**src/rtl/bfloat_div.sv**
```systemverilog
// bfloat16 iterative divider: one restoring-division quotient bit per cycle,
// with special operands resolved in a single cycle when they are accepted.
module bfloat_div (
   input  logic        clk,
   input  logic        rst,
   input  logic [15:0] a,
   input  logic [15:0] b,
   input  logic        in_valid,
   output logic        in_ready,
   output logic [15:0] c,
   output logic        out_valid,
   input  logic        out_ready
);

   typedef enum logic [1:0] {IDLE, DIVIDE, ROUND, DONE} state_t;

   state_t             state, state_nxt;
   logic               sign;
   logic signed [9:0]  exp_r;
   logic [7:0]         divisor;
   logic [9:0]         rem;
   logic [9:0]         quo;
   logic [3:0]         cnt;

   // Operand field decode
   logic       a_zero, b_zero, a_inf, b_inf, a_nan, b_nan, special, s_in;
   logic [15:0] special_c;
   logic signed [9:0] exp_in;
   logic       q_bit;
   logic [9:0] rem_step;

   // Normalise the 10-bit quotient, round to nearest even, then range-check.
   function automatic logic [15:0] round_pack(input logic [9:0] q, input logic rem_nz,
                                              input logic s, input logic signed [9:0] e_in);
      logic [6:0]        mant;
      logic              guard, sticky, up;
      logic [7:0]        mant_sum;
      logic signed [9:0] e;
      if (q[9]) begin
         mant   = q[8:2];
         guard  = q[1];
         sticky = q[0] | rem_nz;
         e      = e_in;
      end else begin
         mant   = q[7:1];
         guard  = q[0];
         sticky = rem_nz;
         e      = e_in - 10'sd1;
      end
      up       = guard & (sticky | mant[0]);
      mant_sum = {1'b0, mant} + {7'd0, up};
      // A carry out of the 7-bit field leaves the mantissa at zero (1.0 x 2).
      if (mant_sum[7]) begin
         mant = 7'd0;
         e    = e + 10'sd1;
      end else begin
         mant = mant_sum[6:0];
      end
      if (e >= 10'sd255)
         round_pack = {s, 8'hFF, 7'h0};
      else if (e <= 10'sd0)
         round_pack = {s, 15'h0};
      else
         round_pack = {s, e[7:0], mant};
   endfunction

   // Classify operands and build the single-cycle special-case result.
   always_comb begin
      a_zero    = (a[14:7] == 8'h00);
      b_zero    = (b[14:7] == 8'h00);
      a_inf     = (a[14:7] == 8'hFF) && (a[6:0] == 7'h0);
      b_inf     = (b[14:7] == 8'hFF) && (b[6:0] == 7'h0);
      a_nan     = (a[14:7] == 8'hFF) && (a[6:0] != 7'h0);
      b_nan     = (b[14:7] == 8'hFF) && (b[6:0] != 7'h0);
      s_in      = a[15] ^ b[15];
      special   = a_zero | b_zero | a_inf | b_inf | a_nan | b_nan;
      exp_in    = $signed({2'b00, a[14:7]}) - $signed({2'b00, b[14:7]}) + 10'sd127;
      special_c = {s_in, 15'h0};
      if (a_nan | b_nan | (a_zero & b_zero) | (a_inf & b_inf))
         special_c = 16'hFFFF;
      else if (b_zero | a_inf)
         special_c = {s_in, 8'hFF, 7'h0};
   end

   // One restoring-division step: subtract when the partial remainder allows.
   always_comb begin
      q_bit    = (rem >= {2'b00, divisor});
      rem_step = q_bit ? ((rem - {2'b00, divisor}) << 1) : (rem << 1);
   end

   // Next-state logic and handshake outputs
   always_comb begin
      state_nxt = state;
      in_ready  = (state == IDLE);
      out_valid = (state == DONE);
      case (state)
         IDLE:    if (in_valid) state_nxt = special ? DONE : DIVIDE;
         DIVIDE:  if (cnt == 4'd9) state_nxt = ROUND;
         ROUND:   state_nxt = DONE;
         DONE:    if (out_ready) state_nxt = IDLE;
         default: state_nxt = IDLE;
      endcase
   end

   // State register
   always_ff @(posedge clk) begin
      if (rst) state <= IDLE;
      else     state <= state_nxt;
   end

   // Datapath registers: operand load, iteration, and result write
   always_ff @(posedge clk) begin
      if (rst) begin
         c       <= 16'h0000;
         sign    <= 1'b0;
         exp_r   <= 10'sd0;
         divisor <= 8'd0;
         rem     <= 10'd0;
         quo     <= 10'd0;
         cnt     <= 4'd0;
      end else begin
         case (state)
            IDLE: if (in_valid) begin
               if (special) begin
                  c <= special_c;
               end else begin
                  sign    <= s_in;
                  exp_r   <= exp_in;
                  divisor <= {1'b1, b[6:0]};
                  rem     <= {3'b001, a[6:0]};
                  quo     <= 10'd0;
                  cnt     <= 4'd0;
               end
            end
            DIVIDE: begin
               rem <= rem_step;
               quo <= {quo[8:0], q_bit};
               cnt <= cnt + 4'd1;
            end
            ROUND:   c <= round_pack(quo, rem != 10'd0, sign, exp_r);
            default: ;
         endcase
      end
   end

endmodule

```
**config.mk**
```make
export PLATFORM = sky130hd
export DESIGN_NAME = bfloat_div
export DESIGN_NICKNAME = d
export VERILOG_FILES = /design/src/rtl/bfloat_div.sv
export SDC_FILE = /design/constraint.sdc
export NUM_CORES = 1
export LEC_CHECK = 0
export CORE_MARGIN = 4
export CORE_UTILIZATION = 45
export DETAILED_ROUTE_END_ITERATION = 10
export MAX_ROUTING_LAYER = met4
export PLACE_DENSITY_LB_ADDON = 0.25
export SETUP_SLACK_MARGIN = 0.5
export SLEW_MARGIN = 20
export SYNTH_ARGS = -nofsm -noshare
export SYNTH_HDL_FRONTEND = slang
export SYNTH_SLANG_ARGS = --single-unit
```
**constraint.sdc**
```tcl
create_clock -name clk -period 9.3 [get_ports clk]
set_clock_uncertainty 0.05 [all_clocks]
set_input_delay 1.395 -clock clk [delete_from_list [all_inputs] [get_ports clk]]
set_output_delay 1.395 -clock clk [all_outputs]
set_load 0.01 [all_outputs]
```
==> results of run 1 <==
==> critical path, delay by kind of cell <==
family	cells	cell delay [ns]
xor+xnor	2	0.28
fa+ha+maj	2	0.59
simple gates	2	0.14
compound gates	5	1.30
buf+inv	3	0.59
==> kinds of logic (layout without fill, tap and decap cells) <==
logic type,count (synthesis),count (layout),synth area share [%]
compound gates,132,132,21.8
simple gates,202,202,22.2
fa+ha+maj,28,28,8.23
mux,26,26,6.17
buf+inv,72,113,6.79
xor+xnor,35,35,7.24
flops,61,61,27.5
==> power by group through the flow <==
stage / Sequential [W] / Clock [W] / Combinational [W]
2_1_floorplan: 0.000365 / 0 / 0.000602
3_3_place_gp: 0.000380 / 0 / 0.000752
3_5_place_dp: 0.000382 / 0 / 0.000765
4_1_cts: 0.000376 / 0.000296 / 0.000770
5_1_grt: 0.000387 / 0.000310 / 0.000858
6_report: 0.000376 / 0.000291 / 0.000773
==> metal layers <==
metal | wire length [um] | vias up | part of all wire [%]
li1 | - | 2056 | -
met4 | 97 | 0 | 0.95
met2 | 4910 | 102 | 48
met3 | 526 | 9 | 5.1
met1 | 4710 | 1841 | 46
met5 | 0 | - | 0
==> metrics by stage <==
stage	area [um^2]	hold WS, ns	util, %	cells	setup slack [ns]
finish	5270	0.441	55.9	726	5.19
global route	5270	0.459	55.9	726	4.96
CTS	5250	0.438	55.8	726	5.15
detailed placement	5010	0.424	53.2	711	4.79
global placement	5010	0.422	53.2	711	4.92
floorplan	4440	0.388	-	556	5.66
==> sequential cells by signal, summed over array words and instances, names as in the netlist <==
register / flops
c: 16
state: 2
rem: 10
quo: 10
cnt: 4
divisor: 8
exp_r: 10
sign: 1
==> path summary, 6_finish.rpt <==
path	endpoint	cells after the start	start	slack, ns
hold / removal	divisor[7]$_SDFFE_PP0P_	2	divisor[7]$_SDFFE_PP0P_	0.44
setup / recovery	exp_r[8]$_SDFFE_PP0P_	14	a[7]	5.19
setup reg to reg	c[10]$_SDFFE_PP0P_	9	quo[9]$_SDFFE_PP0P_	5.55
hold reg to reg	divisor[7]$_SDFFE_PP0P_	2	divisor[7]$_SDFFE_PP0P_	0.44
==> layout make-up <==
| cell class | instances | area (um^2) |
|---|---|---|
| sequential | 61 | 1220 |
| multi-input combinational | 423 | 2930 |
| clock inverter | 4 | 95.1 |
| timing repair buffer | 55 | 543 |
| clock buffer | 11 | 151 |
| fill | 882 | 4150 |
| inverter | 43 | 161 |
| tap | 129 | 161 |
==> cells in the final DEF (no fill, tap or decap), types with 6 or more instances in the layout <==
| cell type | n |
|---|---|
| a211oi_1 | 8 |
| a211oi_2 | 6 |
| a21oi_1 | 37 |
| clkbuf_8 | 11 |
| clkdlybuf4s50_1 | 52 |
| dfxtp_1 | 61 |
| ha_1 | 26 |
| inv_1 | 43 |
| mux2i_1 | 24 |
| nand2_1 | 49 |
| nand3_1 | 21 |
| nand4_1 | 8 |
| nor2_1 | 62 |
| nor2b_1 | 7 |
| nor3_1 | 19 |
| nor4_1 | 6 |
| o21ai_0 | 20 |
| or3_1 | 6 |
| or4_1 | 6 |
| xnor2_1 | 20 |
| xor2_1 | 13 |
==> impl_metrics.py, run 1 <==
metrics = {
    "placement": {
        "io_buffers": 53,
        "hpwl_um": 7890,
        "place_congestion": 0.939,
    },
    "cells_and_area": {
        "layout.nets": 657,
        "drive_above_1_share_pct": 8.71,
        "antenna_cells": 0,
        "area_delta_synth_final_pct": 18.7,
    },
    "power_and_ir_drop": {
        "powerDensity_nw_per_um2": 273,
        "swShare_pct": 41.3,
        "finalPower_w": 0.00144,
        "clockPowerShare_pct": 20.2,
        "peakVddDrop_uv": 173,
        "power_frac_comb_pct": 53.7,
        "p_switching_w": 0.000594,
        "p_seq_share_pct": 26.1,
        "p_leak_nw": 1.98,
        "p_int_w": 0.000846,
    },
    "drt": {
        "ant_nets": 0,
        "routedWlPerCell_um": 14.1,
        "drtPass1Iterations": 5,
        "vias_per_cell": 5.52,
        "vias": 4008,
        "drt-initial-drc-count": 230,
        "drc": 0,
        "drt-total-wl_um": 10200,
    },
    "global_routing": {
        "grt_pass1_vias": 3773,
        "grtUsageMet3_pct": 4.50,
        "grt_max_degree": 60,
        "grtUsageMet1_pct": 23.5,
        "antenna_found_initial": 0,
        "grt_pass1_wl_um": 17300,
        "grt.overflow.total": 0,
        "use_met2_pct": 30.9,
        "globalRouteTotalUtil_pct": 18.8,
        "top_usage_layer": "met2",
    },
    "worst_setup_path": {
        "end_kind": "register",
        "worstPathCellList": "clkdlybuf4s50_1 > inv_1 > ha_1 > inv_1 > fa_1 > nand2_1 > nand2_1 > a21oi_1 > o21bai_1 > a21oi_1 > xnor2_1 > o311ai_0 > xor2_1 > a211oi_1",
        "cp_slowest_cell": "clkdlybuf4s50_1",
        "cp-start-kind": "primary input",
        "critPathMaxStageDelay_ns": 0.45,
        "cp_data_arrival_time_ns": 4.31,
        "cp.required_ns": 9.50,
        "critPathMaxFanout": 4,
        "worstSetupPathType": "primary input to register",
    },
    "yosys": {
        "yosysUniqueCellTypes": 70,
        "yosysTopAreaCell": "dfxtp_1",
        "synth_common_cells": "nor2_1 (63), dfxtp_1 (61), nand2_1 (49), inv_1 (43), a21oi_1 (38)",
        "async_flop_share_pct": 0,
        "ys_ff_latch": 61,
        "avgSynthCellArea_um2": 7.98,
        "synth_edf_count": 0,
        "syn-cell-area_um2": 4440,
        "yosys_most_used_dff": "dfxtp_1",
        "yosys_warnings": 0,
        "synth_nets": 620,
        "synthCells": 556,
        "synthTopCellsByArea": "dfxtp_1 (28%), ha_1 (7.3%), mux2i_1 (5.4%)",
        "yosysMostFrequentCell": "nor2_1",
        "synth_top_area_share_pct": 27.5,
        "seq_area_frac_synth_pct": 27.5,
    },
    "timing": {
        "fin_tns_setup_ns": 0,
        "fin_crit_sh_pct": 44.2,
        "worst_pin_slew_ns": 0.935,
        "maxSlewHeadroom_pct": 37.6,
        "drv_slew": 0,
        "max_freq_mhz": 243,
        "rsz0062_at_grt": "no",
        "period_needed_ns": 4.11,
        "final_hold_viol_count": 0,
        "setup_viol": 0,
    },
    "clock_tree": {
        "clockRootBuffer": "clkbuf_8",
        "post_cts_resized": 0,
        "clk_pin_slew_ns": 0.07,
        "post_cts_buffers": 0,
        "clk_latency_ns": 0.34,
        "cts_max_path_buffers": 2,
        "cts.htree.levels": 3,
        "cts_hold_buf": 0,
        "cts.sinks": 61,
        "cts_tree": "done",
        "cts_buffers": 9,
    },
    "flow_run": {
        "cap_violations": 0,
    },
    "floorplanning": {
        "core_um2": 9420,
        "die_y_um": 107,
        "rows": 35,
        "io_pins": 54,
        "fp.dieW_um": 107,
        "dieArea_um2": 11500,
        "start_util_pct": 47.1,
    },
    "worst_hold_path": {
        "hold_path_class": "register to register",
    },
    "outcome": {
        "status": "complete, no violations",
    },
}
No activity file was read; power rests on OpenSTA's default activity.
==> inputs of run 2 (changes only) <==
==> constraint.sdc (replaced) <==
create_clock -name clk -period 3.62 [get_ports clk]
set_clock_uncertainty 0.05 [all_clocks]
set_input_delay 0.543 -clock clk [delete_from_list [all_inputs] [get_ports clk]]
set_output_delay 0.543 -clock clk [all_outputs]
set_load 0.01 [all_outputs]
==> run 2 against run 1 <==
Net effect: sequential power rose to 2.6 times the previous value; sequential share of layout area fell by 1.1 points; critical path depth is 4 lower; power grew to 2.8 times the previous value; wire length is 8.8% higher; hold slack got worse by 0.023 ns; die area stayed put; core utilization grew 3.3 points; setup slack worse by 4.6 ns; global-route usage is 1.6 points higher; flip-flop and latch count unchanged; highest routed layer unchanged.
==> impl_metrics.py, run 2 (synthesized netlist as in run 1, its figures left out) <==
metrics = {
    "global_routing": {
        "grt_max_degree": 38,
        "globalRouteTotalUtil_pct": 20.4,
        "antenna_found_initial": 0,
        "grt.overflow.total": 0,
        "grt_pass1_vias": 4070,
        "grt_pass1_wl_um": 18700,
    },
    "worst_hold_path": {
        "hold_depth": 2,
        "hold_path_class": "register to register",
        "whs_endpoint": "divisor[7]$_SDFFE_PP0P_",
        "hp-start": "divisor[7]$_SDFFE_PP0P_",
    },
    "floorplanning": {
        "start_util_pct": 47.1,
        "io_pins": 54,
        "die_y_um": 107,
        "fp.dieW_um": 107,
        "core_um2": 9420,
        "rows": 35,
        "dieArea_um2": 11500,
    },
    "clock_tree": {
        "clockRootBuffer": "clkbuf_8",
        "cts_tree": "done",
        "cts_max_path_buffers": 2,
        "clk_pin_slew_ns": 0.07,
        "cts_hold_buf": 0,
        "cts_buffers": 9,
        "clk_latency_ns": 0.34,
        "cts.htree.levels": 3,
        "cts.sinks": 61,
    },
    "worst_setup_path": {
        "cpMostUsedCell": "a211o_1",
        "regToRegSetupSlack_ns": 0.57,
        "worstReg2RegEnd": "c[3]$_SDFFE_PP0P_",
        "worstPathCellList": "buf_6 > or3_1 > a211o_1 > a2111oi_4 > nand3_2 > mux2i_2 > a211o_1 > o31a_4 > a41o_4 > o221a_2",
        "cp.required_ns": 3.80,
        "critPathMaxFanout": 5,
        "cpLargestDelayFamily": "compound AO/OA/AOI/OAI gates",
        "worst-path-buf-inv": 1,
        "worstSetupPathType": "register to register",
        "cp_data_arrival_time_ns": 3.24,
        "end_kind": "register",
        "cp_slowest_cell": "a2111oi_4",
        "cp-start-kind": "register",
        "critPathMaxStageDelay_ns": 0.42,
        "rr_worst_depth": 10,
        "reg2reg_from": "exp_r[1]$_SDFFE_PP0P_",
    },
    "power_and_ir_drop": {
        "p_leak_nw": 2.12,
        "powerDensity_nw_per_um2": 716,
        "peakVddDrop_uv": 465,
    },
    "drt": {
        "drtPass1Iterations": 5,
        "drc": 0,
        "routedWlPerCell_um": 14.9,
        "vias": 4186,
        "vias_per_cell": 5.58,
        "ant_nets": 0,
        "drt-total-wl_um": 11200,
        "drt-initial-drc-count": 172,
    },
    "cells_and_area": {
        "final_area_um2": 5580,
        "layout.nets": 680,
        "top_register": "c",
        "largest_reg_flops": 16,
        "area_delta_synth_final_pct": 25.6,
        "antenna_cells": 0,
        "drive_above_1_share_pct": 15.8,
        "layout_commonest_cell": "nor2_1",
        "final_cell_mix": "nor2_1 (61), dfxtp_1 (54), clkdlybuf4s50_1 (52), nand2_1 (49), inv_1 (42)",
    },
    "timing": {
        "maxSlewHeadroom_pct": 51.7,
        "worst_pin_slew_ns": 0.724,
        "rsz0062_at_grt": "yes",
        "setup_viol": 0,
        "fin_tns_setup_ns": 0,
        "period_needed_ns": 3.05,
        "fin_crit_sh_pct": 84.3,
        "drv_slew": 0,
        "max_freq_mhz": 328,
        "final_hold_viol_count": 0,
    },
    "outcome": {
        "status": "complete, no violations",
    },
    "placement": {
        "hpwl_um": 8370,
        "io_buffers": 53,
        "place_area_um2": 5100,
        "place_congestion": 0.941,
    },
    "flow_run": {
        "cap_violations": 0,
    },
}
## run 2: changes by cell type in the layout (fill, tap and decap cells not counted), moves of 2 or more
cell and change:
buf_6 +2, dfxtp_1 -7, clkbuf_8 -2, xor2_2 +2, dfxtp_2 +6, xor2_1 -2
mux2i_1 -2, a21oi_2 +2, buf_4 +20
## run 2: final cells by class
class                           count  area, um^2
Fill cell                         853        3840
Multi-Input combinational cell    423        3040
Sequential cell                    61        1230
Timing Repair Buffer               78         721
Inverter                           43         161
Tap cell                          129         161
Clock inverter                      7         138
Clock buffer                        9         124
## run 2: worst register-to-register path, delay by kind of cell, from the launching register on
family / cells / cell delay [ns]
and+or+nand+nor: 2 / 0.52
buffers and inverters: 1 / 0.11
DFF: 1 / 0.33
muxes: 1 / 0.20
AOI/OAI and AO/OA: 6 / 1.76
## run 2: worst max-delay path by stage
stage | startpoint | end | slack [ns] | cells after the start
global route | exp_r[1]$_SDFFE_PP0P_ | c[3]$_SDFFE_PP0P_ | 0.46 | 10
detailed placement | b[8] | exp_r[8]$_SDFFE_PP0P_ | 0.10 | 12
finish | exp_r[1]$_SDFFE_PP0P_ | c[3]$_SDFFE_PP0P_ | 0.57 | 10
global placement | b[8] | exp_r[8]$_SDFFE_PP0P_ | 0.19 | 12
floorplan | exp_r[0]$_SDFFE_PP0P_ | c[1]$_SDFFE_PP0P_ | 0.54 | 11
CTS | quo[9]$_SDFFE_PP0P_ | c[3]$_SDFFE_PP0P_ | 0.54 | 10
## run 2: per-layer routing
layer	wire length, um	GRT usage (%)	up-vias
met3	552	4.38	14
met2	5510	34.6	99
met1	4960	24.9	1978
met5	0	-	-
met4	124	4.47	0
li1	-	-	2095
## run 2: timing repair
action,CTS,global route
setup buffers,1,10
hold endpoints to repair,0,0
gates resized for setup,9,26
setup endpoints to repair,15,19
pin swaps,3,15
## run 2: metrics by stage
step	utilization [%]	setup WS, ns	total power (W)	hold WS [ns]	cells
final	59.2	0.567	0.00399	0.418	750
after global routing	59.2	0.462	0.00429	0.464	750
after CTS	57.5	0.539	0.00391	0.419	740
after detailed placement	54.1	0.101	0.00305	0.409	723
after global placement	54.1	0.193	0.00298	0.399	723
after floorplan	-	0.537	0.00248	0.388	556
## run 2: power breakdown
part | leakage, nW | switching (W) | internal, W
Combinational | 1.49 | 0.00122 | 0.00101
Sequential | 0.501 | 0.000147 | 0.000817
Clock | 0.129 | 0.000279 | 0.000524
Total | 2.12 | 0.00164 | 0.00235
==> inputs of run 3 (changes only) <==
==> constraint.sdc (replaced) <==
create_clock -name clk -period 2.83 [get_ports clk]
set_clock_uncertainty 0.05 [all_clocks]
set_input_delay 0.4245 -clock clk [delete_from_list [all_inputs] [get_ports clk]]
set_output_delay 0.4245 -clock clk [all_outputs]
set_load 0.01 [all_outputs]
==> run 3 against run 2 <==
Net effect: the run now ends with setup timing left; critical path depth is the same; sequential share of layout area shrank 4.1 points; sequential power grew 28%; combinational power grew 110%; hold slack is essentially flat; via count grew 12%; non-clock buffer count grew 102; register-to-register slack lost 0.72 ns.
==> impl_metrics.py, run 3 (synthesized netlist as in run 1, its figures left out) <==
metrics = {
    "drt": {
        "drt-total-wl_um": 13100,
        "vias": 4687,
        "dr.max_layer_used": "met4",
        "vias_per_cell": 5.51,
        "met2_length_um": 6820,
        "drtPass1Iterations": 4,
        "drt-initial-drc-count": 188,
        "m1WireLength_um": 5290,
        "wl_met3_um": 633,
        "ant_nets": 0,
        "routedWlPerCell_um": 15.4,
        "drc": 0,
    },
    "placement": {
        "io_buffers": 53,
        "hpwl_um": 8780,
        "place_congestion": 0.975,
        "dp_cells": 794,
    },
    "timing": {
        "max_freq_mhz": 335,
        "final_hold_viol_count": 0,
        "worst_pin_slew_ns": 0.755,
        "maxSlewHeadroom_pct": 49.4,
        "rsz0062_at_grt": "yes",
        "period_needed_ns": 2.98,
        "timing.final.ws_setup_ns": -0.153,
        "setup_viol": 13,
        "drv_slew": 0,
        "fin_tns_setup_ns": -1.63,
        "fin_crit_sh_pct": 105,
    },
    "global_routing": {
        "grt_pass1_wl_um": 20000,
        "globalRouteTotalUtil_pct": 22.0,
        "grt_max_degree": 28,
        "grt_pass1_vias": 4469,
        "grt.overflow.total": 0,
        "antenna_found_initial": 0,
    },
    "cells_and_area": {
        "final_cell_count_no_fill": 851,
        "post-route-util_pct": 72.9,
        "antenna_cells": 0,
        "drive_above_1_share_pct": 37.7,
        "layout.nets": 782,
        "area_delta_synth_final_pct": 54.5,
        "final_cell_mix": "buf_4 (96), nor2_1 (57), dfxtp_1 (53), nand2_1 (48), inv_1 (37)",
        "largest_reg_flops": 16,
        "layout_commonest_cell": "buf_4",
        "top_register": "c",
    },
    "clock_tree": {
        "cts_tree": "done",
        "cts_hold_buf": 0,
        "cts.htree.levels": 3,
        "cts_max_path_buffers": 2,
        "clockRootBuffer": "clkbuf_8",
        "clk_pin_slew_ns": 0.07,
        "cts.sinks": 61,
        "cts_buffers": 9,
        "clk_latency_ns": 0.34,
    },
    "worst_setup_path": {
        "cp.required_ns": 3.02,
        "regToRegSetupSlack_ns": -0.15,
        "cp_data_arrival_time_ns": 3.17,
        "critPathMaxFanout": 5,
        "cp-start-kind": "register",
        "end_kind": "register",
        "worstSetupPathType": "register to register",
    },
    "power_and_ir_drop": {
        "finalPower_w": 0.00669,
        "peakVddDrop_uv": 1120,
        "powerDensity_nw_per_um2": 975,
        "p_leak_nw": 2.78,
    },
    "floorplanning": {
        "dieArea_um2": 11500,
        "start_util_pct": 47.1,
        "rows": 35,
        "fp.dieW_um": 107,
        "io_pins": 54,
        "die_y_um": 107,
        "core_um2": 9420,
    },
    "outcome": {
        "status": "finished, violations left",
        "violations": "setup timing",
    },
    "worst_hold_path": {
        "hold_path_class": "register to register",
    },
    "flow_run": {
        "cap_violations": 0,
    },
}
[run 3: cell count changes in the layout (fill, tap and decap cells not counted), moves of 6 or more]
cell | previous run | this run
a21oi_1 | 36 | 28
a21oi_2 | 3 | 9
buf_4 | 23 | 96
buf_6 | 2 | 26
clkdlybuf4s50_1 | 52 | 36
dlygate4sd2_1 | 0 | 6
dlymetal6s2s_1 | 0 | 6
ha_1 | 25 | 16
ha_4 | 1 | 7
o21ai_0 | 19 | 13
o21ai_2 | 1 | 8
[run 3: final cells by class]
type	count	area, um^2
multi-input cells	423	3470
fillers	692	2550
repair buffers	180	1650
flip-flops and latches	61	1230
inverters	43	174
clock buffers	14	173
well taps	129	161
clock inverters	1	5.00
[run 3: critical path, stage by stage, from the launching register on]
cell      delay (ns)
dfxtp_2         0.35
inv_2           0.05
ha_4            0.24
or4_4           0.52
a211oi_4        0.30
nand3b_4        0.16
xor2_2          0.21
or4_4           0.44
nand2b_4        0.18
a41o_4          0.24
o221a_2         0.12
[run 3: per-layer routing]
metal	track usage, %	up-vias
li1	-	2304
met1	24.2	2228
met2	38.8	126
met3	5.40	29
met4	7.85	0
met5	-	-
[run 3: final timing paths]
kind,start,endpoint,cells after the start
setup / recovery,exp_r[1]$_SDFFE_PP0P_,c[1]$_SDFFE_PP0P_,10
hold / removal,divisor[7]$_SDFFE_PP0P_,divisor[7]$_SDFFE_PP0P_,2
setup reg to reg,exp_r[1]$_SDFFE_PP0P_,c[1]$_SDFFE_PP0P_,10
hold reg to reg,divisor[7]$_SDFFE_PP0P_,divisor[7]$_SDFFE_PP0P_,2
[run 3: through the flow]
stage	hold slack, ns	cell area [um^2]	setup slack, ns
2_1_floorplan	0.388	4580	-0.0713
3_3_place_gp	0.408	5770	-0.290
3_5_place_dp	0.403	5770	-0.350
4_1_cts	0.413	6520	-0.146
5_1_grt	0.433	6860	-0.236
6_report	0.417	6860	-0.153
[run 3: timing repair]
action / in CTS / in global routing
pin swaps: 48 / 30
endpoints found under the setup margin: 59 / 54
endpoints found under the hold margin: 0 / 0
cloned: 1 / 0
resized for setup: 82 / 76
setup buffers: 35 / 6
[run 3: where the power goes]
part | leakage (nW) | internal [W] | switching (W)
sequential | 0.501 | 0.00105 | 0.000179
combinational | 2.19 | 0.00247 | 0.00227
clock | 0.0926 | 0.000384 | 0.000331
